## src/rtl/i2c_txn_arbiter.sv

```systemverilog
// Round-robin arbiter and transaction sequencer sharing one I2C write master between
// NREQ requesters, with NACK retry, per-attempt timeout and per-requester completion.
module i2c_txn_arbiter #(
  parameter int NREQ      = 4,
  parameter int MAX_RETRY = 2,
  parameter int TIMEOUT   = 1023
) (
  input  logic              clk,
  input  logic              reset_n,
  input  logic [NREQ-1:0]   req,
  input  logic [7*NREQ-1:0] req_addr,
  input  logic [8*NREQ-1:0] req_data,
  output logic [NREQ-1:0]   gnt,
  output logic [NREQ-1:0]   cpl,
  output logic              cpl_err,
  output logic              busy,
  output logic              m_en,
  output logic              m_start,
  output logic [6:0]        m_addr,
  output logic [7:0]        m_data,
  input  logic              m_done,
  input  logic              m_ack
);

  localparam int PTR_W = $clog2(NREQ);
  localparam int TMR_W = $clog2(TIMEOUT + 1);
  localparam int RTY_W = (MAX_RETRY < 1) ? 1 : $clog2(MAX_RETRY + 1);
  localparam logic [TMR_W-1:0] TMR_LAST = TMR_W'(TIMEOUT - 1);
  localparam logic [RTY_W-1:0] RTY_MAX  = RTY_W'(MAX_RETRY);

  typedef enum logic [2:0] {
    S_IDLE, S_ARB, S_ISSUE, S_WAIT, S_RETRY, S_CPL
  } state_t;

  state_t           state;
  state_t           state_nxt;
  logic             err_nxt;
  logic [PTR_W-1:0] ptr;
  logic [TMR_W-1:0] tmr;
  logic [RTY_W-1:0] rty;
  logic             win_found;
  logic [PTR_W-1:0] win_idx;
  logic [PTR_W-1:0] cand;

  // Search upward from the last winner so it becomes lowest priority next round.
  always_comb begin
    win_found = 1'b0;
    win_idx   = '0;
    cand      = '0;
    for (int i = 1; i <= NREQ; i++) begin
      cand = PTR_W'((int'(ptr) + i) % NREQ);
      if (!win_found && req[cand]) begin
        win_found = 1'b1;
        win_idx   = cand;
      end
    end
  end

  always_ff @(posedge clk or negedge reset_n) begin
    if (!reset_n) begin
      state <= S_IDLE;
    end else begin
      state <= state_nxt;
    end
  end

  // The timeout compare looks one count ahead so CPL lands TIMEOUT+1 cycles after m_start.
  always_comb begin
    state_nxt = state;
    err_nxt   = 1'b0;
    case (state)
      S_IDLE:  if (|req) state_nxt = S_ARB;
      S_ARB:   state_nxt = win_found ? S_ISSUE : S_IDLE;
      S_ISSUE: state_nxt = S_WAIT;
      S_WAIT: begin
        if (m_done) begin
          if (m_ack) begin
            state_nxt = S_CPL;
          end else if (rty < RTY_MAX) begin
            state_nxt = S_RETRY;
          end else begin
            state_nxt = S_CPL;
            err_nxt   = 1'b1;
          end
        end else if (tmr == TMR_LAST) begin
          state_nxt = S_CPL;
          err_nxt   = 1'b1;
        end
      end
      S_RETRY: state_nxt = S_ISSUE;
      S_CPL:   state_nxt = S_IDLE;
      default: state_nxt = S_IDLE;
    endcase
  end

  // Outputs are registered from the next state so they line up with the state they describe.
  always_ff @(posedge clk or negedge reset_n) begin
    if (!reset_n) begin
      ptr     <= PTR_W'(NREQ - 1);
      tmr     <= '0;
      rty     <= '0;
      gnt     <= '0;
      cpl     <= '0;
      cpl_err <= 1'b0;
      busy    <= 1'b0;
      m_en    <= 1'b0;
      m_start <= 1'b0;
      m_addr  <= '0;
      m_data  <= '0;
    end else begin
      busy    <= (state_nxt != S_IDLE);
      m_en    <= (state_nxt != S_IDLE);
      m_start <= (state_nxt == S_ISSUE);
      cpl     <= (state_nxt == S_CPL) ? gnt : '0;
      cpl_err <= (state_nxt == S_CPL) && err_nxt;

      if (state == S_ARB && win_found) begin
        gnt    <= {{(NREQ-1){1'b0}}, 1'b1} << win_idx;
        m_addr <= req_addr[7*win_idx +: 7];
        m_data <= req_data[8*win_idx +: 8];
        ptr    <= win_idx;
        rty    <= '0;
      end
      if (state == S_CPL) gnt <= '0;

      if (state == S_ISSUE) begin
        tmr <= '0;
      end else if (state == S_WAIT) begin
        tmr <= tmr + 1'b1;
      end

      if (state == S_WAIT && m_done && !m_ack && rty < RTY_MAX) rty <= rty + 1'b1;
    end
  end

endmodule

```

## config.mk

```make
export PLATFORM = sky130hd
export DESIGN_NAME = i2c_txn_arbiter
export DESIGN_NICKNAME = d
export VERILOG_FILES = /design/src/rtl/i2c_txn_arbiter.sv
export SDC_FILE = /design/constraint.sdc
export NUM_CORES = 1
export LEC_CHECK = 0
export BUFFER_PORTS_ARGS = -buffer_cell sky130_fd_sc_hd__buf_4
export CAP_MARGIN = 0
export CELL_PAD_IN_SITES_DETAIL_PLACEMENT = 0
export CELL_PAD_IN_SITES_GLOBAL_PLACEMENT = 2
export CORE_MARGIN = 10
export CORE_UTILIZATION = 30
export CTS_CLUSTER_SIZE = 12
export DETAILED_ROUTE_END_ITERATION = 10
export GPL_ROUTABILITY_DRIVEN = 0
export PLACE_DENSITY_LB_ADDON = 0.1
export SYNTH_ARGS = -nofsm -noshare
export SYNTH_HDL_FRONTEND = slang
export SYNTH_SLANG_ARGS = --single-unit
```

## constraint.sdc

```tcl
create_clock -name clk -period 4.6 [get_ports clk]
set_input_delay 0.69 -clock clk [delete_from_list [all_inputs] [get_ports clk]]
set_output_delay 0.69 -clock clk [all_outputs]
set_load 0.02 [all_outputs]
```

Yosys cells after proc, flatten, opt, wreduce, memory -nomap -nowiden --
Cells that the tools add are included.
Word-level totals: input bits 68, logic and storage cells 87, output and inout bits 27, flip-flop bits (word level) 43
Operators by class: shift operators 3, $add $sub $neg 6, eq/ne operators 8, multiply operators 1, reduce and logical (&&, ||, !) cells 18, $lt $le $gt $ge 5, mux-type cells 35
Operators by type and width (count):
- variable part select 32 x 6 -> 8 bit | 1
- variable part select 28 x 6 -> 7 bit | 1
- two-way mux 10 bit | 2
- two-way mux 1 bit | 15
- one-hot mux 3 bit (5 select lines) | 1
- two-way mux 2 bit | 7
- less-than comparator 2 x 3 -> 1 bit (second input constant) | 4
- two-way mux 4 bit | 3
- adder 10 x 1 -> 10 bit (second input constant) | 1
- == test 10 bit (second input constant) | 1
- == test 3 x 2 -> 1 bit (second input constant) | 3
- == test 3 bit (second input constant) | 3
- two-way mux 3 bit | 3
- binary-select mux 1 bit (select 2 bit) | 4
- logical AND 1 bit | 8
- adder 2 x 1 -> 2 bit (second input constant) | 3
- nonzero test 2 bit | 3
- multiplier 3 x 2 -> 5 bit (first input constant) | 1
- adder 2 bit (second input constant) | 2
- zero test 1 bit | 4
- OR reduction 4 bit | 1
- left shift 1 x 2 -> 4 bit (first input constant) | 1
- == test 3 x 1 -> 1 bit (second input constant) | 1
- zero test 3 bit | 1
- other kinds (2) | 2

Depth between registers and ports, before layout --
Gate-level depths: netlist (run 1).
word-level depth 17, depth in mapped cells 8, depth with buffers taken out 7

Worst setup path after synthesis (run 1) --
No wires, ideal clock.
path kind input -> register, start in req[3], end reg m_addr[0], arrival 1.900 ns, stages 7, path slack 2.561 ns, library setup time 0.139 ns, cells stage by stage buf_6 -> or4_4 -> buf_6 -> nand2_2 -> a21o_2 -> buf_6 -> o221ai_1
On the way: word-level cells in the longest chain between the ends 14, elaborated cells between the ends (all ways) 25, classes of those cells mul: 1; shift: 1; mux: 16; reduce/logical: 7
Ends and longest elaborated chain:
- start: declaration | line 10 | input logic [NREQ-1:0] req,
- binary-select mux 1 bit (select 2 bit) | line 52 | if (!win_found && req[cand]) begin
- two-way mux 1 bit (implied by the code) | line 52
- two-way mux 1 bit | line 52
- zero test 1 bit | line 52
- logical AND 1 bit | line 52
- two-way mux 1 bit | line 52
- zero test 1 bit | line 52
- logical AND 1 bit | line 52
- two-way mux 1 bit | line 52
- zero test 1 bit | line 52
- logical AND 1 bit | line 52
- two-way mux 2 bit | line 52
- multiplier 3 x 2 -> 5 bit | line 119 | m_addr <= req_addr[7*win_idx +: 7];
- variable part select 28 x 6 -> 7 bit | line 119
- end signal: assignment | line 119
- end: declaration | line 19 | output logic [6:0] m_addr,
Parallel ways exist; a longest one is shown, timed or not. The select of a mux whose other input is x is not followed. A chain may end at the register's enable or synchronous reset.

Final worst setup path (run 1) --
Same ends and word-level chain as after synthesis.

==> impl_metrics.py, run 1 <==
metrics = {
    "cts": {
        "cts_tree": "done",
        "clk_path_buf_depth": 2,
        "clk_latency_ns": 0.30,
        "cts.sinks": 43,
        "hold_buffers": 0,
        "cts_resized": 0,
        "post_cts_buffers": 0,
        "clk_pin_slew_ns": 0.09,
        "tritoncts.num_buffers": 5,
        "cts-root-buf": "clkbuf_8",
        "cts_max_level": 2,
    },
    "synth": {
        "synthCells": 238,
        "synth_flop_cell": "dfrtp_1",
        "synth.distinct_cells": 44,
        "synth-edff-count": 0,
        "yosys_warnings": 0,
        "synth_area_per_cell_um2": 9.83,
        "syn-cell-area_um2": 2340,
        "async_flop_share_pct": 100,
        "synthesis.nets": 308,
        "synth-seq-cells": 43,
        "yosysSeqAreaShare_pct": 46.1,
    },
    "timing": {
        "hold_viol": 0,
        "timing.hold.ws_ns": 0.375,
        "period_share_pct": 48.4,
        "grt_setup_unrepaired": "false",
        "drv_slew": 0,
        "fin_ws_ns": 2.37,
        "setup-violations-final": 0,
        "max_freq_mhz": 449,
        "slew_headroom_pct": 52.2,
        "clock_skew_ns": 0.00431,
        "tightest_slew_ns": 0.715,
        "finalSetupTns_ns": 0,
        "min_period_ns": 2.23,
    },
    "worst_setup_path": {
        "required_ns": 4.74,
        "cp-end-kind": "register",
        "arrival_ns": 2.36,
        "crit_fanout": 21,
        "path_class": "primary input to register",
        "startpoint_type": "primary input",
    },
    "final_layout": {
        "antenna_cells": 0,
        "final_nets": 393,
        "post-route-cell-area_um2": 3140,
        "final_common_cell": "buf_4",
        "nFillCells": 804,
        "most-common-layout-cells": "94 x buf_4, 41 x dfrtp_1, 23 x nand2_1",
        "multi_input_area_um2": 1060,
        "final_util_pct": 41.0,
        "regArea_um2": 1080,
        "syn2layout_area_growth_pct": 34.1,
        "layout-drive-gt1-share_pct": 33.6,
    },
    "routing": {
        "ant_nets": 0,
        "drt_pass1_iterations": 5,
        "drc": 0,
        "viasPerCell": 4.85,
        "initialDrtViolationCount": 63,
        "vias": 2068,
        "wl_per_cell_um": 16.4,
        "wl_mm": 7.00,
    },
    "pwr": {
        "p_int_w": 0.000973,
        "clkPwrFrac_pct": 14.6,
        "ir_drop_mv": 0.227,
        "powerDensity_nw_per_um2": 539,
        "comb_power_share_pct": 47.5,
        "seq_power_share_pct": 37.9,
        "leakage_nw": 1.53,
        "switching_share_pct": 42.4,
        "power.switching_w": 0.000718,
    },
    "global_routing": {
        "grt_pass1_wl_mm": 11.0,
        "grt.total_usage_pct": 11.8,
        "grt_max_degree": 44,
        "grt_pass1_vias": 2144,
        "grt-ovfl-total": 0,
        "antenna_found_initial": 0,
    },
    "min_path": {
        "holdCritPathClass": "primary input to async pin",
    },
    "run": {
        "drv_cap": 0,
    },
    "floorplan": {
        "dieArea_um2": 11700,
        "fp-row-count": 32,
        "die_x_um": 108,
        "coreArea_um2": 7650,
        "chipHeight_um": 108,
        "initial_core_util_pct": 30.6,
        "ios": 95,
    },
    "placed_design": {
        "detailedPlace.worstSlack_ns": 2.03,
        "hpwl_mm": 5.26,
        "place_area_um2": 3050,
        "numPortBuffers": 94,
    },
    "run_status": {
        "status": "finished clean",
    },
}
-- worst max-delay path: stages --
cell	delay, ns
buf_4	0.15
or4_4	0.61
nand2_2	0.37
a21o_2	0.38
o221ai_1	0.17
-- state kept, by name (all words and copies together) (netlist names) --
register	count
m_en	1
rty	2
cpl_err	1
m_data	8
tmr	10
m_start	1
ptr	2
state	3
m_addr	7
gnt	4
cpl	4
-- layer usage --
metal	vias up	global-route usage [%]	wire length, µm
li1	1021	-	-
met1	962	14.8	3090
met2	79	17.3	3070
met3	6	6.01	764
met4	0	3.39	70
met5	-	0	0
-- final cells by class --
class	count	share of cell area (%)
Sequential cell	43	34.4
Inverter	21	2.51
Clock buffer	6	2.31
Clock inverter	2	0.399
Tap cell	102	4.07
Timing Repair Buffer	94	22.5
Multi-Input combinational cell	158	33.9
-- synth_stat cells, types with 3 or more instances --
library cell / number / share of area [%]
nor2_1: 17 / 2.7
nor3_1: 4 / 0.86
xor2_1: 4 / 1.5
dfrtp_1: 41 / 44
nor2b_1: 3 / 0.80
o21ai_0: 10 / 2.1
buf_2: 6 / 1.3
nand2_1: 23 / 3.7
mux2i_1: 17 / 7.3
buf_6: 6 / 2.9
and2_1: 4 / 1.1
nand3_1: 3 / 0.64
nor3b_1: 3 / 0.96
inv_1: 21 / 3.4
nand2b_1: 4 / 1.1
o221ai_1: 15 / 5.6
a22oi_1: 15 / 4.8
a21oi_1: 6 / 1.3
-- power by group through the flow --
stage	combinational (W)	sequential, W	clock [W]
after detailed placement	0.000817	0.000646	0
final	0.000803	0.000641	0.000247
after global placement	0.000810	0.000647	0
after global routing	0.000895	0.000666	0.000271
after floorplan	0.000476	0.000702	0
after CTS	0.000819	0.000642	0.000254
-- worst paths after layout --
path / to / slack, ns / start / cells after the start
max in group asynchronous: ptr[0]$_DFFE_PN1P_ / 3.83 / reset_n / 1
setup / recovery: m_addr[0]$_DFFE_PN0P_ / 2.37 / req[3] / 5
hold / removal: tmr[1]$_DFFE_PN0P_ / 0.37 / reset_n / 1
min in group clk: rty[0]$_DFFE_PN0P_ / 0.50 / rty[0]$_DFFE_PN0P_ / 1
setup reg to reg: m_addr[0]$_DFFE_PN0P_ / 2.49 / ptr[1]$_DFFE_PN1P_ / 4
hold reg to reg: rty[0]$_DFFE_PN0P_ / 0.50 / rty[0]$_DFFE_PN0P_ / 1
-- metrics by stage --
step                std cells  total power (W)
finish                    426          0.00169
global route              426          0.00183
CTS                       426          0.00171
detailed placement        418          0.00146
floorplan                 238          0.00118
global placement          418          0.00146
-- cells by family after synthesis --
group | count (synthesis) | share of synthesized area [%]
XOR/XNOR | 6 | 2.25
buffers and inverters | 37 | 8.50
multiplexers | 17 | 7.27
AND/OR/NAND/NOR | 68 | 13.9
flip-flops | 43 | 46.1
adder cells (fa/ha/maj) | 2 | 1.07
AO/OA/AOI/OAI | 65 | 20.9
(Power assumes the default switching activity.)
==> run 2, diff against run 1 <==
--- a/config.mk
+++ b/config.mk
@@ -10,7 +10,7 @@
 export CELL_PAD_IN_SITES_DETAIL_PLACEMENT = 0
 export CELL_PAD_IN_SITES_GLOBAL_PLACEMENT = 2
 export CORE_MARGIN = 10
-export CORE_UTILIZATION = 30
+export CORE_UTILIZATION = 28
 export CTS_CLUSTER_SIZE = 12
 export DETAILED_ROUTE_END_ITERATION = 10
 export GPL_ROUTABILITY_DRIVEN = 0
==> constraint.sdc (replaced) <==
create_clock -name clk -period 2.2 [get_ports clk]
set_input_delay 0.33 -clock clk [delete_from_list [all_inputs] [get_ports clk]]
set_output_delay 0.33 -clock clk [all_outputs]
set_load 0.02 [all_outputs]
==> impl_metrics.py, run 2 (synthesized netlist as in run 1, its figures left out) <==
metrics = {
    "worst_setup_path": {
        "required_ns": 2.43,
        "arrival_ns": 2.09,
        "startpoint_type": "register",
        "crit_fanout": 9,
        "path_class": "register to register",
        "cp-end-kind": "register",
    },
    "final_layout": {
        "post-route-cell-area_um2": 3190,
        "most-common-layout-cells": "98 x buf_4, 41 x dfrtp_1, 23 x nand2_1",
        "reg_top3": "tmr: 10 flops, m_data: 8 flops, m_addr: 7 flops",
        "final_common_cell": "buf_4",
        "layout-drive-gt1-share_pct": 34.3,
        "top_register": "tmr",
        "antenna_cells": 0,
        "syn2layout_area_growth_pct": 36.3,
        "final_nets": 398,
        "largest_register_ffs": 10,
    },
    "routing": {
        "drc": 0,
        "initialDrtViolationCount": 58,
        "drt_pass1_iterations": 4,
        "vias": 2078,
        "ant_nets": 0,
        "wl_per_cell_um": 16.8,
        "viasPerCell": 4.79,
        "wl_mm": 7.27,
    },
    "global_routing": {
        "grt.total_usage_pct": 11.3,
        "grt_pass1_wl_mm": 11.7,
        "grt_max_degree": 44,
        "antenna_found_initial": 0,
        "grt_pass1_vias": 2206,
        "grt-ovfl-total": 0,
    },
    "timing": {
        "tightest_slew_ns": 0.561,
        "fin_ws_ns": 0.349,
        "drv_slew": 0,
        "slew_headroom_pct": 62.6,
        "max_freq_mhz": 540,
        "timing.hold.ws_ns": 0.0226,
        "clock_skew_ns": 0.00572,
        "setup-violations-final": 0,
        "finalSetupTns_ns": 0,
        "min_period_ns": 1.85,
        "period_share_pct": 84.2,
        "hold_viol": 0,
        "grt_setup_unrepaired": "false",
    },
    "cts": {
        "cts_tree": "done",
        "hold_buffers": 0,
        "tritoncts.num_buffers": 5,
        "clk_latency_ns": 0.30,
        "cts-root-buf": "clkbuf_8",
        "cts_max_level": 2,
        "cts_resized": 0,
        "cts.sinks": 43,
        "clk_path_buf_depth": 2,
        "clk_pin_slew_ns": 0.08,
        "post_cts_buffers": 0,
    },
    "run": {
        "drv_cap": 0,
    },
    "pwr": {
        "ir_drop_mv": 0.368,
        "leakage_nw": 1.56,
        "powerDensity_nw_per_um2": 1130,
    },
    "placed_design": {
        "hpwl_mm": 5.48,
        "detailedPlace.worstSlack_ns": 0.236,
        "place_area_um2": 3110,
        "numPortBuffers": 94,
    },
    "floorplan": {
        "coreArea_um2": 8180,
        "fp-row-count": 33,
        "dieArea_um2": 12400,
        "initial_core_util_pct": 28.6,
        "die_x_um": 111,
        "ios": 95,
        "chipHeight_um": 111,
    },
    "run_status": {
        "status": "finished clean",
    },
    "min_path": {
        "holdCritPathClass": "primary input to async pin",
    },
}
[run 2: worst max-delay path, stage by stage (launching register included)]
cell	delay, ns
dfrtp_1	0.53
nor2b_1	0.30
o21ai_0	0.17
a21oi_2	0.17
nor3b_1	0.42
and2_1	0.20
[run 2: stage by stage]
stage | util (%) | total power (W) | cells
global placement | 38.0 | 0.00314 | 426
finish | 39.0 | 0.00360 | 434
floorplan | - | 0.00246 | 238
CTS | 39.0 | 0.00366 | 434
detailed placement | 38.0 | 0.00315 | 426
global route | 39.0 | 0.00390 | 434
[run 2: where the power goes]
group | switching (W) | leakage (nW) | total (W) | internal [W]
sequential | 0.000267 | 0.550 | 0.00134 | 0.00108
combinational | 0.000954 | 0.967 | 0.00176 | 0.000801
clock | 0.000276 | 0.0422 | 0.000499 | 0.000223
[run 2: layer usage]
metal  vias up  wire, µm  GRT usage, %  part of all wire [%]
met1       978      3260          13.7                    45
met4         0        63          2.57                  0.87
met3         6       746          6.33                    10
li1       1027         -             -                     -
met2        67      3200          17.2                    44
met5         -         0             0                     0
[run 2: final cells by class]
cell class                      instances  area, µm²
Fill cell                             845       4990
Sequential cell                        43       1080
Multi-Input combinational cell        158       1060
Timing Repair Buffer                   99        756
Tap cell                              105        131
Inverter                               21       78.8
Clock buffer                            7       76.3
Clock inverter                          1       5.00
[run 2: final timing paths]
path,startpoint,to,slack (ns),depth (start not counted)
worst max-delay path,state[1]$_DFF_PN0_,cpl[1]$_DFF_PN0_,0.35,5
worst min register to register,rty[0]$_DFFE_PN0P_,rty[0]$_DFFE_PN0P_,0.49,1
min in group clk,req_data[8],m_data[0]$_DFFE_PN0P_,0.27,3
worst min-delay path,reset_n,cpl[3]$_DFF_PN0_,0.02,1
max in group asynchronous,reset_n,ptr[1]$_DFFE_PN1P_,1.80,1
worst max register to register,state[1]$_DFF_PN0_,cpl[1]$_DFF_PN0_,0.35,5
